**config.mk**
```make
export PLATFORM = sky130hd
export DESIGN_NAME = cpu_sequencer
export DESIGN_NICKNAME = d
export VERILOG_FILES = /design/src/rtl/cpu_pkg.sv /design/src/rtl/seq_mem_port.sv /design/src/rtl/cpu_sequencer.sv
export SDC_FILE = /design/constraint.sdc
export NUM_CORES = 1
export LEC_CHECK = 0
export ABC_AREA = 1
export CAP_MARGIN = 20
export CELL_PAD_IN_SITES_DETAIL_PLACEMENT = 1
export CELL_PAD_IN_SITES_GLOBAL_PLACEMENT = 2
export CORE_MARGIN = 10
export CORE_UTILIZATION = 29
export DETAILED_ROUTE_END_ITERATION = 16
export PLACE_DENSITY_LB_ADDON = 0.1
export SETUP_SLACK_MARGIN = 0.05
export SYNTH_ARGS = -nofsm -noshare
export SYNTH_HDL_FRONTEND = slang
export SYNTH_SLANG_ARGS = --single-unit
```
**constraint.sdc**
```tcl
create_clock -name clk -period 3.1 [get_ports clk]
set_input_delay 0.62 -clock clk [delete_from_list [all_inputs] [get_ports clk]]
set_output_delay 0.62 -clock clk [all_outputs]
set_load 0.01 [all_outputs]
```
**src/rtl/cpu_pkg.sv**
```systemverilog
// -----------------------------------------------------------------------------
// cpu_pkg
// Shared definitions for the 8-bit accumulator machine sequencer:
//   - opcode constants (IR[7:5])
//   - ALU control codes driven on alu_control
//   - sequencer state encoding
//   - alu_code(): maps an opcode to the ALU control code used in EXEC
// -----------------------------------------------------------------------------
package cpu_pkg;

   localparam logic [2:0] OP_ADD  = 3'b000;
   localparam logic [2:0] OP_NAND = 3'b001;
   localparam logic [2:0] OP_BRZ  = 3'b010;
   localparam logic [2:0] OP_SLT  = 3'b011;
   localparam logic [2:0] OP_LDA  = 3'b100;
   localparam logic [2:0] OP_STA  = 3'b101;
   localparam logic [2:0] OP_LDI  = 3'b110;
   localparam logic [2:0] OP_HLT  = 3'b111;

   localparam logic [1:0] ALU_ADD  = 2'b00;
   localparam logic [1:0] ALU_NAND = 2'b01;
   localparam logic [1:0] ALU_BRZ  = 2'b10;
   localparam logic [1:0] ALU_SLT  = 2'b11;

   typedef enum logic [2:0] {
      FETCH_OP,
      FETCH_ARG,
      READ_DATA,
      WRITE,
      EXEC,
      HALT
   } seq_state_t;

   // Opcodes that do not use the ALU result map to ALU_ADD (don't care).
   function automatic logic [1:0] alu_code(input logic [2:0] op);
      logic [1:0] code;
      case (op)
         OP_NAND: code = ALU_NAND;
         OP_BRZ:  code = ALU_BRZ;
         OP_SLT:  code = ALU_SLT;
         default: code = ALU_ADD;
      endcase
      return code;
   endfunction

endpackage

```
**src/rtl/seq_mem_port.sv**
```systemverilog
// -----------------------------------------------------------------------------
// seq_mem_port
// Registered req/ack memory port for the sequencer. A one-cycle start from
// the FSM latches we/addr/wdata and raises mem_req; the request is held
// stable until mem_ack, and mem_req drops in the cycle after the ack.
// done is the qualified ack (mem_req & mem_ack); an ack with no request
// outstanding is ignored.
// Ports:
//   clk, rst_n                    clock, asynchronous active-low reset
//   start, we, addr, wdata        request from the FSM (sampled when idle)
//   done                          completion strobe back to the FSM
//   mem_req/we/addr/wdata/ack     external memory handshake
// -----------------------------------------------------------------------------
module seq_mem_port #(
   parameter int ADDR_W = 8
) (
   input  logic              clk,
   input  logic              rst_n,
   input  logic              start,
   input  logic              we,
   input  logic [ADDR_W-1:0] addr,
   input  logic [7:0]        wdata,
   output logic              done,
   output logic              mem_req,
   output logic              mem_we,
   output logic [ADDR_W-1:0] mem_addr,
   output logic [7:0]        mem_wdata,
   input  logic              mem_ack
);

   assign done = mem_req & mem_ack;

   always_ff @(posedge clk or negedge rst_n) begin
      if (!rst_n) begin
         mem_req   <= 1'b0;
         mem_we    <= 1'b0;
         mem_addr  <= '0;
         mem_wdata <= '0;
      end else if (mem_req) begin
         if (mem_ack) begin
            mem_req <= 1'b0;
            mem_we  <= 1'b0;
         end
      end else if (start) begin
         mem_req   <= 1'b1;
         mem_we    <= we;
         mem_addr  <= addr;
         mem_wdata <= wdata;
      end
   end

endmodule

```
**src/rtl/cpu_sequencer.sv**
```systemverilog
// -----------------------------------------------------------------------------
// cpu_sequencer
// Fetch/decode/execute controller for the 8-bit accumulator machine. Owns
// PC, IR (opcode field), operand register and ACC; fetches two-byte
// instructions through seq_mem_port and writes ALU results back to ACC/PC.
// Ports:
//   clk, rst_n                          clock, asynchronous active-low reset
//   mem_req/we/addr/wdata/rdata/ack     memory handshake
//   alu_control, alu_acc, alu_data,
//   alu_pc, alu_result                  ALU interface (operands registered)
//   acc_out                             ACC for debug
//   halted                              high while in HALT
//   retire_cnt                          retired-instruction counter, present
//                                       only when CPU_SEQUENCER_RETIRE_CNT_EN
//                                       is defined
// -----------------------------------------------------------------------------
module cpu_sequencer
   import cpu_pkg::*;
#(
   parameter int              ADDR_W   = 8,
   parameter logic [ADDR_W-1:0] RESET_PC = 8'h00
) (
   input  logic              clk,
   input  logic              rst_n,
   output logic              mem_req,
   output logic              mem_we,
   output logic [ADDR_W-1:0] mem_addr,
   output logic [7:0]        mem_wdata,
   input  logic [7:0]        mem_rdata,
   input  logic              mem_ack,
   output logic [1:0]        alu_control,
   output logic [7:0]        alu_acc,
   output logic [7:0]        alu_data,
   output logic [ADDR_W-1:0] alu_pc,
   input  logic [7:0]        alu_result,
`ifdef CPU_SEQUENCER_RETIRE_CNT_EN
   output logic [15:0]       retire_cnt,
`endif
   output logic [7:0]        acc_out,
   output logic              halted
);

   seq_state_t        state, state_next;
   logic [ADDR_W-1:0] pc;
   logic [2:0]        ir_op;
   logic [7:0]        operand;
   logic [7:0]        acc;

   logic              start;
   logic              req_we;
   logic [ADDR_W-1:0] req_addr;
   logic              done;

   seq_mem_port #(.ADDR_W(ADDR_W)) u_mem_port (
      .clk       (clk),
      .rst_n     (rst_n),
      .start     (start),
      .we        (req_we),
      .addr      (req_addr),
      .wdata     (acc),
      .done      (done),
      .mem_req   (mem_req),
      .mem_we    (mem_we),
      .mem_addr  (mem_addr),
      .mem_wdata (mem_wdata),
      .mem_ack   (mem_ack)
   );

   assign alu_control = alu_code(ir_op);
   assign alu_acc     = acc;
   assign alu_data    = operand;
   assign alu_pc      = pc;
   assign acc_out     = acc;
   assign halted      = (state == HALT);

   always_ff @(posedge clk or negedge rst_n) begin
      if (!rst_n) begin
         state <= FETCH_OP;
      end else begin
         state <= state_next;
      end
   end

   // A new request is only started while the port is idle, so the cycle
   // carrying the ack never re-launches the same access.
   always_comb begin
      state_next = state;
      start      = 1'b0;
      req_we     = 1'b0;
      req_addr   = pc;
      case (state)
         FETCH_OP: begin
            start = !mem_req;
            if (done) begin
               state_next = (mem_rdata[7:5] == OP_HLT) ? HALT : FETCH_ARG;
            end
         end
         FETCH_ARG: begin
            start = !mem_req;
            if (done) begin
               case (ir_op)
                  OP_STA:         state_next = WRITE;
                  OP_LDI, OP_BRZ: state_next = EXEC;
                  default:        state_next = READ_DATA;
               endcase
            end
         end
         READ_DATA: begin
            start    = !mem_req;
            req_addr = ADDR_W'(operand);
            if (done) state_next = EXEC;
         end
         WRITE: begin
            start    = !mem_req;
            req_we   = 1'b1;
            req_addr = ADDR_W'(operand);
            if (done) state_next = FETCH_OP;
         end
         EXEC:    state_next = FETCH_OP;
         HALT:    state_next = HALT;
         default: state_next = FETCH_OP;
      endcase
   end

   // PC stays on the operand byte through EXEC so BRZ sees it on alu_pc.
   always_ff @(posedge clk or negedge rst_n) begin
      if (!rst_n) begin
         pc      <= RESET_PC;
         ir_op   <= '0;
         operand <= '0;
         acc     <= '0;
      end else begin
         case (state)
            FETCH_OP: begin
               if (done) begin
                  ir_op <= mem_rdata[7:5];
                  pc    <= pc + 1'b1;
               end
            end
            FETCH_ARG, READ_DATA: begin
               if (done) operand <= mem_rdata;
            end
            WRITE: begin
               if (done) pc <= pc + 1'b1;
            end
            EXEC: begin
               case (ir_op)
                  OP_ADD, OP_NAND, OP_SLT: begin
                     acc <= alu_result;
                     pc  <= pc + 1'b1;
                  end
                  OP_LDA, OP_LDI: begin
                     acc <= operand;
                     pc  <= pc + 1'b1;
                  end
                  OP_BRZ:  pc <= ADDR_W'(alu_result);
                  default: pc <= pc + 1'b1;
               endcase
            end
            default: ;
         endcase
      end
   end

`ifdef CPU_SEQUENCER_RETIRE_CNT_EN
   logic retire;
   assign retire = (state == EXEC) ||
                   (state == WRITE && done) ||
                   (state == FETCH_OP && done && mem_rdata[7:5] == OP_HLT);

   always_ff @(posedge clk or negedge rst_n) begin
      if (!rst_n) begin
         retire_cnt <= '0;
      end else if (retire) begin
         retire_cnt <= retire_cnt + 16'd1;
      end
   end
`endif

endmodule

```
==> results.md, run 1 <==
* Final WL at 8160 um
* Fin. Hold Viols at 0
* PortBufs at 71
* Syn_area_per_cell at 8.31 sq um
* CTS root buf: clkbuf_8
* DR vias at 2234
* Synthesized area at 2560 sq um
* Number of DRC markers in iteration 0 at 89
* Met2 routed WL at 3820 um
* Grt ovf at 0
* Antenna Cells at 0
* Hold Crit Class: primary input to async pin
* Gpl congestion at 0.759
* Reg clk slew, reported paths at 90 ps
* Vias in the first global route at 2481
* Final ANT Viol Nets at 0
* Worst-Skew Late Latency at 310 ps
* Final #Nets at 391
* Synth Flop Type: dfrtp_1
* Final Skew at 13.0 ps
* CP Max Fanout at 14
* Place WS at 1040 ps
* CP endpoint kind: primary output
* Cts bufs inserted at 5
* First-pass GRT wire length at 13300 um
* Setup TNS at 0 ps
* CTS Buffer Depth at 2
* Drt pass-1 iters at 4
* M1 wire length at 3640 um
* Status: finished clean
* Leak Pwr at 1.56 nW
* Residual DRC at 0
* Synth Register Bits at 48
* Setup Fix Bufs, Post-CTS at 0
* Post-synth EDFFs at 0
* Post-synth ARST share at 1.00
* Effective utilization at floorplan at 0.296
* Layout fillers at 1049
* Initial antenna violation count at 0
* Fmax at 417 MHz
* Measured slew at the worst slew-check pin at 660 ps
* CP cell instances: nand3_1 -> inv_1 -> clkdlybuf4s50_1
* Non-filler cells, final at 480
* Period minus WS final at 2400 ps
* Syn Inst Count at 308
* Via-to-Cell Ratio at 4.65
* Multi-input gate area at 1120 sq um
* Critical path launch point type: register
* Critical Path RT at 2480 ps
* Row Count at 34
* CTS sink count at 48
* Final worst-path cycle share at 0.774
* Max-cap violations at 0
* CP max stage delay at 660 ps
* Number of synthesis warnings at 0
* Die width at 114 um
* Post-synthesis sequential area ratio at 0.469
* Cts hold-fix bufs at 0
* Fin worst setup slack at 701 ps
* CTS tree: built
* H-tree levels at 2
* CP Launch Point: state[2]
* Placed Cells at 472
* CORE AREA at 8640 sq um
* Worst VDD drop at 0.000398 V
* Area delta synth->final at 34.5%
* Syn nets at 328
* Drt wl/cell at 17.0 um
* Synth cell types at 27
* Met3 routed wirelength at 626 um
* Share of layout cells above drive strength 1 at 0.124
* IO Count at 72
* Post-CTS sizing at 0
* Worst EP arrival at 1780 ps
* Slew HR at 0.560
* GR Util All Layers at 0.128
* Die height at 114 um
* Reg2reg start: state[2]
* Type of the worst setup path: register to primary output
* Seq. cell area at 1200 sq um
* Unrepaired setup endpoints after global routing: no
* Largest net degree at the start of global routing at 49
* Worst-path cell with the longest stage delay: dfrtp_1
* Highest routed metal layer: met4
* Slew Viols, Final at 0
* Die Area at 13000 sq um
* Hpwl dp at 6240 um
* Final setup violation count at 0
* Cell Pwr Density at 1070 nW/um^2
-- cells by family after synthesis --
family,count (synthesis),synth area share
compound gates,65,0.145
buf+inv,46,0.0924
flops,48,0.469
fa+ha+maj,1,0.00489
mux,7,0.0308
simple gates,141,0.257
-- critical path, delay by kind of cell, from the launching register on --
kind	cells	cell delay, ps
DFF	1	660
and+or+nand+nor	1	170
buffers and inverters	2	640
-- synthesized netlist by cell type (2+ instances only) --
cell type | count | share of area
buf_6 | 2 | 0.0088
nor2_4 | 3 | 0.013
nor2_8 | 2 | 0.016
nand2_4 | 4 | 0.018
o22ai_1 | 2 | 0.0049
a21oi_2 | 7 | 0.024
nand3_1 | 16 | 0.031
nand2_2 | 5 | 0.012
inv_2 | 3 | 0.0044
dfrtp_1 | 48 | 0.47
buf_2 | 3 | 0.0059
buf_4 | 9 | 0.026
o21ai_2 | 4 | 0.014
nor2_1 | 32 | 0.047
a21oi_1 | 5 | 0.0098
nand3b_1 | 2 | 0.0059
inv_1 | 27 | 0.040
mux2_2 | 7 | 0.031
o21ai_0 | 42 | 0.082
o21ai_1 | 4 | 0.0078
nand2_1 | 75 | 0.11
-- metal layers --
layer,global-route usage,up-vias
li1,-,1108
met1,0.157,1076
met2,0.206,46
met3,0.0520,4
met4,0.0301,0
met5,0,-
-- through the flow --
step | power (mW) | area [sq um] | hold slack (ps) | utilization
2_1_floorplan | 2.24 | 2560 | 324 | -
3_3_place_gp | 3.10 | 3280 | 490 | 0.380
3_5_place_dp | 3.12 | 3280 | 499 | 0.380
4_1_cts | 3.77 | 3440 | 449 | 0.399
5_1_grt | 4.02 | 3440 | 473 | 0.399
6_report | 3.69 | 3440 | 424 | 0.399
-- where the power goes --
| part | leakage [nW] | internal, mW | switching (mW) |
|---|---|---|---|
| Combinational | 0.888 | 0.887 | 0.894 |
| Clock | 0.0784 | 0.404 | 0.228 |
| Sequential | 0.592 | 0.911 | 0.367 |
-- final cells by class --
| class | count | share of cell area |
|---|---|---|
| Sequential cell | 48 | 0.349 |
| Multi-Input combinational cell | 214 | 0.326 |
| Timing Repair Buffer | 72 | 0.207 |
| Tap cell | 108 | 0.0393 |
| Inverter | 30 | 0.0327 |
| Clock inverter | 3 | 0.0262 |
| Clock buffer | 5 | 0.0200 |
-- sequential cells by signal (all words and copies together), names as in the netlist --
register	flops
ir_op	3
u_mem_port.mem_we	1
u_mem_port.mem_addr	8
alu_pc	8
u_mem_port.mem_req	1
alu_data	8
acc_out	8
u_mem_port.mem_wdata	8
state	3
-- final timing paths --
path                                            to  slack (ps)  depth (start not counted)
min in group clk           u_mem_port.mem_wdata[1]         520                          1
max in group asynchronous              alu_data[4]        2240                          2
min                              u_mem_port.mem_we         420                          2
max reg2reg                              alu_pc[4]        1390                          7
min reg2reg                u_mem_port.mem_wdata[1]         520                          1
max                                         halted         700                          3
-- placed cells by master, fill, tap and decap left out, types with 4 or more instances in the layout --
cell             count
nand3_1             16
a21oi_2              7
mux2_2               7
clkbuf_8             5
o21ai_0             42
nand2_2              5
nand2_1             75
nand2_4              4
dfrtp_1             48
o21ai_1              4
inv_1               27
o21ai_2              4
clkdlybuf4s50_1     70
nor2_1              32
a21oi_1              5
Note: power is estimated with default switching activity, not from simulation.
==> inputs of run 2 (changes only) <==
--- a/config.mk
+++ b/config.mk
@@ -10,7 +10,7 @@
 export CELL_PAD_IN_SITES_DETAIL_PLACEMENT = 1
 export CELL_PAD_IN_SITES_GLOBAL_PLACEMENT = 2
 export CORE_MARGIN = 10
-export CORE_UTILIZATION = 29
+export CORE_UTILIZATION = 25
 export DETAILED_ROUTE_END_ITERATION = 16
 export PLACE_DENSITY_LB_ADDON = 0.1
 export SETUP_SLACK_MARGIN = 0.05
==> constraint.sdc (replaced) <==
create_clock -name clk -period 2 [get_ports clk]
set_input_delay 0.4 -clock clk [delete_from_list [all_inputs] [get_ports clk]]
set_output_delay 0.4 -clock clk [all_outputs]
set_load 0.01 [all_outputs]
==> run 2 against run 1 <==
Setup slack got worse by 570 ps. First-iteration DRC count decreased by 36%. Flip-flop and latch count unchanged. Clock power about the same. Sequential share of layout area decreased by 0.20 points. Critical path depth decreased by 1. Critical path type unchanged. Highest routed layer unchanged.
==> results.md, run 2 (synthesis gave the netlist of run 1 again) <==
* Status: finished clean
* Cts hold-fix bufs at 0
* CTS tree: built
* Critical path launch point type: register
* DR vias at 2264
* Effective utilization at floorplan at 0.259
* CTS root buf: clkbuf_8
* Type of the worst setup path: register to primary output
* Cell Pwr Density at 1580 nW/um^2
* Final setup violation count at 0
* CP endpoint kind: primary output
* CP Max Fanout at 8
* Setup TNS at 0 ps
* Drt wl/cell at 17.0 um
* Hpwl dp at 6670 um
* Hold Crit Class: primary input to async pin
* Unrepaired setup endpoints after global routing: no
* Period minus WS final at 1860 ps
* Die Area at 14700 sq um
* Initial antenna violation count at 0
* Worst VDD drop at 0.000523 V
* CTS Buffer Depth at 2
* Vias in the first global route at 2513
* Cts bufs inserted at 5
* Die height at 121 um
* PortBufs at 71
* Place WS at 229 ps
* Gpl congestion at 0.793
* Max-cap violations at 0
* Fin worst setup slack at 135 ps
* CTS sink count at 48
* H-tree levels at 2
* Final Core Density at 0.352
* Antenna Cells at 0
* Slew Viols, Final at 0
* Critical Path RT at 1600 ps
* Number of DRC markers in iteration 0 at 57
* Largest net degree at the start of global routing at 49
* Grt ovf at 0
* Commonest non-fill, non-tap cell in the layout: nand2_1
* GR Util All Layers at 0.122
* CORE AREA at 9860 sq um
* Slew HR at 0.654
* CP Launch Point: ir_op[2]
* Worst-Skew Late Latency at 300 ps
* Drt pass-1 iters at 4
* Fin. Hold Viols at 0
* Fmax at 536 MHz
* Measured slew at the worst slew-check pin at 518 ps
* Final WL at 8720 um
* Final ANT Viol Nets at 0
* IO Count at 72
* Via-to-Cell Ratio at 4.42
* Die width at 121 um
* Area delta synth->final at 35.8%
* Worst EP arrival at 1460 ps
* Share of layout cells above drive strength 1 at 0.145
* Reg2reg start: state[1]
* Leak Pwr at 1.57 nW
* Final worst-path cycle share at 0.932
* Final #Nets at 398
* Final Skew at 3.95 ps
* First-pass GRT wire length at 14200 um
* Residual DRC at 0
* Row Count at 36
* Reg clk slew, reported paths at 90 ps
* Leading cell types in the layout, fill and taps excluded: nand2_1, clkdlybuf4s50_1, dfrtp_1, o21ai_0, nor2_1
-- run 2: cell count changes in the layout (fill, tap and decap cells not counted) --
cell,before,now
dfrtp_1,48,44
clkbuf_8,5,6
dlygate4sd2_1,0,1
buf_12,0,1
clkdlybuf4s50_1,70,69
clkbuf_1,0,2
buf_4,1,7
bufinv_16,3,0
inv_4,0,1
dfrtp_2,0,4
inv_2,3,2
-- run 2: final cells by class --
type / instances / area [sq um]
Fill cell: 1162 / 6390
Sequential cell: 48 / 1210
Multi-Input combinational cell: 214 / 1120
Timing Repair Buffer: 79 / 777
Tap cell: 133 / 166
Inverter: 30 / 115
Clock buffer: 8 / 90.1
-- run 2: per-stage QoR --
step	instance area, sq um	total power [mW]	hold slack, ps	std cells
after floorplan	2560	3.48	104	308
after global placement	3370	4.91	417	503
after detailed placement	3370	4.95	420	503
after CTS	3470	5.63	89.1	512
after global routing	3480	6.02	88.2	512
final	3480	5.50	77.0	512
-- run 2: repair_timing --
item	in CTS	in global routing
setup buffers	1	0
endpoints found under the setup margin	1	3
gates resized for setup	4	2
endpoints found under the hold margin	0	0
-- run 2: metal layers --
| metal | vias up | part of all wire | wire length (um) | GRT usage |
|---|---|---|---|---|
| met4 | 0 | 0.0075 | 65 | 0.0246 |
| met2 | 46 | 0.46 | 4020 | 0.198 |
| li1 | 1123 | - | - | - |
| met5 | - | 0 | 0 | 0 |
| met1 | 1090 | 0.45 | 3930 | 0.150 |
| met3 | 5 | 0.080 | 700 | 0.0503 |
-- run 2: worst paths after layout --
check | slack (ps) | cells past startpoint | to
min in group clk | 510 | 1 | u_mem_port.mem_wdata[5]
max | 140 | 2 | alu_control[0]
max reg2reg | 440 | 8 | alu_pc[0]
max in group asynchronous | 1670 | 2 | ir_op[2]
min reg2reg | 510 | 1 | u_mem_port.mem_wdata[5]
min | 80 | 2 | u_mem_port.mem_we
-- run 2: where the power goes --
group | switching (mW) | internal (mW)
Clock | 0.345 | 0.283
Sequential | 0.459 | 1.42
Combinational | 1.54 | 1.45
Total | 2.35 | 3.15
-- run 2: worst max-delay path, cell delays in order, from the launching register on --
cell and delay [ps]:
dfrtp_2 490, nor2_1 120, clkdlybuf4s50_1 550
==> variant: new RTL, settings of run 1 <==
The option `CPU_SEQUENCER_RETIRE_CNT_EN` is turned on by a define.
--- a/src/rtl/cpu_sequencer.sv
+++ b/src/rtl/cpu_sequencer.sv
@@ -15,4 +15,6 @@
 //                                       is defined
 // -----------------------------------------------------------------------------
+`define CPU_SEQUENCER_RETIRE_CNT_EN
+
 module cpu_sequencer
    import cpu_pkg::*;
Formal check against the unedited RTL (old outputs only; new: retire_cnt): equivalent (equiv_simple and equiv_induct, registers matched by name and starting in step).
==> variant against run 1 <==
- combinational power rose by 24%
- design area is 34% higher
- routed wire length increased by 38%
- power increased by 31%
- global-route usage rose by 1.6 points
- sequential cell count increased by 16
- synthesized area increased by 32%
- count of clock-buffer cells in the layout grew 9
- worst setup slack better by 0.014 ns
- cell count rose by 36%
- largest cell class unchanged
==> variant: results (changes against run 1) <==
Synth unique cells - 30 (was 27)
Root Buffer - clkbuf_16 (was clkbuf_8)
Post-DP HPWL - 8410 um (was 6240 um)
# diodes - 0 (unchanged)
Worst Path Max Fanout - 14 (unchanged)
Reg-to-reg slack, setup - 1.06 ns (was 1.39 ns)
H-Tree Depth - 3 (was 2)
Cell count of the worst reg-to-reg path - 7 (unchanged)
# fillers - 1,385 (was 1,049)
Seq cells post-synth - 64 (was 48)
Start point of the critical path - state[1] (was state[2])
DRT Pass-1 Iters - 4 (unchanged)
Yosys warns - 0 (unchanged)
Worst Skew - 0.00652 ns (was 0.0130 ns)
Iter 0 DRT Violations - 139 (was 89)
Most common cell in the netlist - nand2_1 (unchanged)
Vias in the first global route - 3,395 (was 2,481)
Port Buffers - 87 (was 71)
# nets final - 525 (was 391)
Worst-path clk slew - 0.06 ns (was 0.09 ns)
Mapped Nets - 441 (was 328)
Pin count of the biggest net entering global routing - 65 (was 49)
Vias per inst - 4.75 (was 4.65)
GP Congestion - 0.783 (was 0.759)
Worst skew pair latency - 0.34 ns (was 0.31 ns)
Ys async rst share - 1.00 (unchanged)
Synth Area in XOR/XNOR - 0.0182 (was 0)
Synth top area cells - dfrtp_1, nand2_1, o21ai_0 (unchanged)
WL final - 11,300 um (was 8160 um)
Seq/Total Area, Yosys - 0.475 (was 0.469)
Post-synthesis mux area share - 0.0446 (was 0.0308)
Post-CTS setup buffer count - 0 (unchanged)
Post-synthesis compound-gate area fraction - 0.125 (was 0.145)
Tot GR Track Use - 0.144 (was 0.128)
Critical Path AT - 1.76 ns (was 1.78 ns)
Resize count post-CTS - 0 (unchanged)
Initial antenna violation count - 0 (unchanged)
Largest register FFs - 16
Reg2reg end - retire_cnt[2] (was alu_pc[4])
Share of cells above drive strength 1 - 0.0884 (was 0.124)
Largest Register - retire_cnt
First-pass GRT wire length - 18,700 um (was 13,300 um)
VDD IR-drop max - 431 uV (was 398 uV)
Cts bufs inserted - 9 (was 5)
CTS max path bufs - 2 (unchanged)
Post-synth top cells - nand2_1, dfrtp_1, o21ai_0, inv_1 (was nand2_1, dfrtp_1, o21ai_0, nor2_1, inv_1)
Rel. slew slack - 0.414 (was 0.560)
RR Startpoint - u_mem_port.mem_req (was state[2])
Critical Path End - halted (unchanged)
Worst Hold Class - input port to async pin (unchanged)
Post-Synth Adder-Cell Area - 0.00743 (was 0.00489)
Lkg Pwr - 2.08 nW (was 1.56 nW)
Status - finished, final reports clean (unchanged)
## variant: cells by family (layout without fill, tap and decap cells)
| family | after synthesis | count (layout) |
|---|---|---|
| multiplexers | 14 | 14 |
| flip-flops | 64 | 64 |
| adder cells (fa/ha/maj) | 2 | 2 |
| AO/OA/AOI/OAI | 81 | 81 |
| buffers and inverters | 62 | 151 |
| AND/OR/NAND/NOR | 190 | 190 |
| XOR/XNOR | 7 | 7 |
## variant: worst max-delay path, cell delays in order, from the launching register on
cell	delay [ns]
dfrtp_1	0.36
buf_4	0.20
nor3_1	0.26
clkdlybuf4s50_1	0.60
## variant: through the flow
step                hold slack [ns]  setup WS, ns   util  cells  instance area [um2]
finish                        0.487         0.715  0.405    652                 4620
global route                  0.522         0.598  0.405    652                 4620
CTS                           0.510         0.688  0.405    652                 4620
detailed placement            0.498         0.713  0.378    636                 4320
global placement              0.490         0.775  0.378    636                 4320
floorplan                     0.324          1.52      -    420                 3370
## variant: report_power, final
part	internal, mW	total, mW	switching, mW
Sequential	1.20	1.62	0.420
Combinational	1.09	2.20	1.11
Clock	0.648	1.03	0.385
Total	2.93	4.85	1.92
## variant: layer usage
| layer | up-vias | GRT usage | wire length (um) |
|---|---|---|---|
| met5 | - | 0 | 0 |
| met3 | 12 | 0.0380 | 524 |
| li1 | 1530 | - | - |
| met2 | 53 | 0.229 | 5300 |
| met4 | 0 | 0.0596 | 197 |
| met1 | 1501 | 0.182 | 5240 |
## variant: cell type report
cell class,count,share of cell area
Sequential cell,64,0.347
Multi-Input combinational cell,294,0.318
Timing Repair Buffer,92,0.196
Clock buffer,14,0.0637
Tap cell,143,0.0387
Inverter,43,0.0349
Clock inverter,2,0.00217
## variant: worst min-delay path by stage
| stage | from | end | slack, ns |
|---|---|---|---|
| 6_report | rst_n | ir_op[2] | 0.49 |
| 4_1_cts | u_mem_port.mem_wdata[6] | u_mem_port.mem_wdata[6] | 0.51 |
| 5_1_grt | u_mem_port.mem_wdata[6] | u_mem_port.mem_wdata[6] | 0.52 |
| 3_3_place_gp | u_mem_port.mem_wdata[1] | u_mem_port.mem_wdata[1] | 0.49 |
| 2_1_floorplan | rst_n | acc_out[0] | 0.32 |
| 3_5_place_dp | u_mem_port.mem_wdata[1] | u_mem_port.mem_wdata[1] | 0.50 |
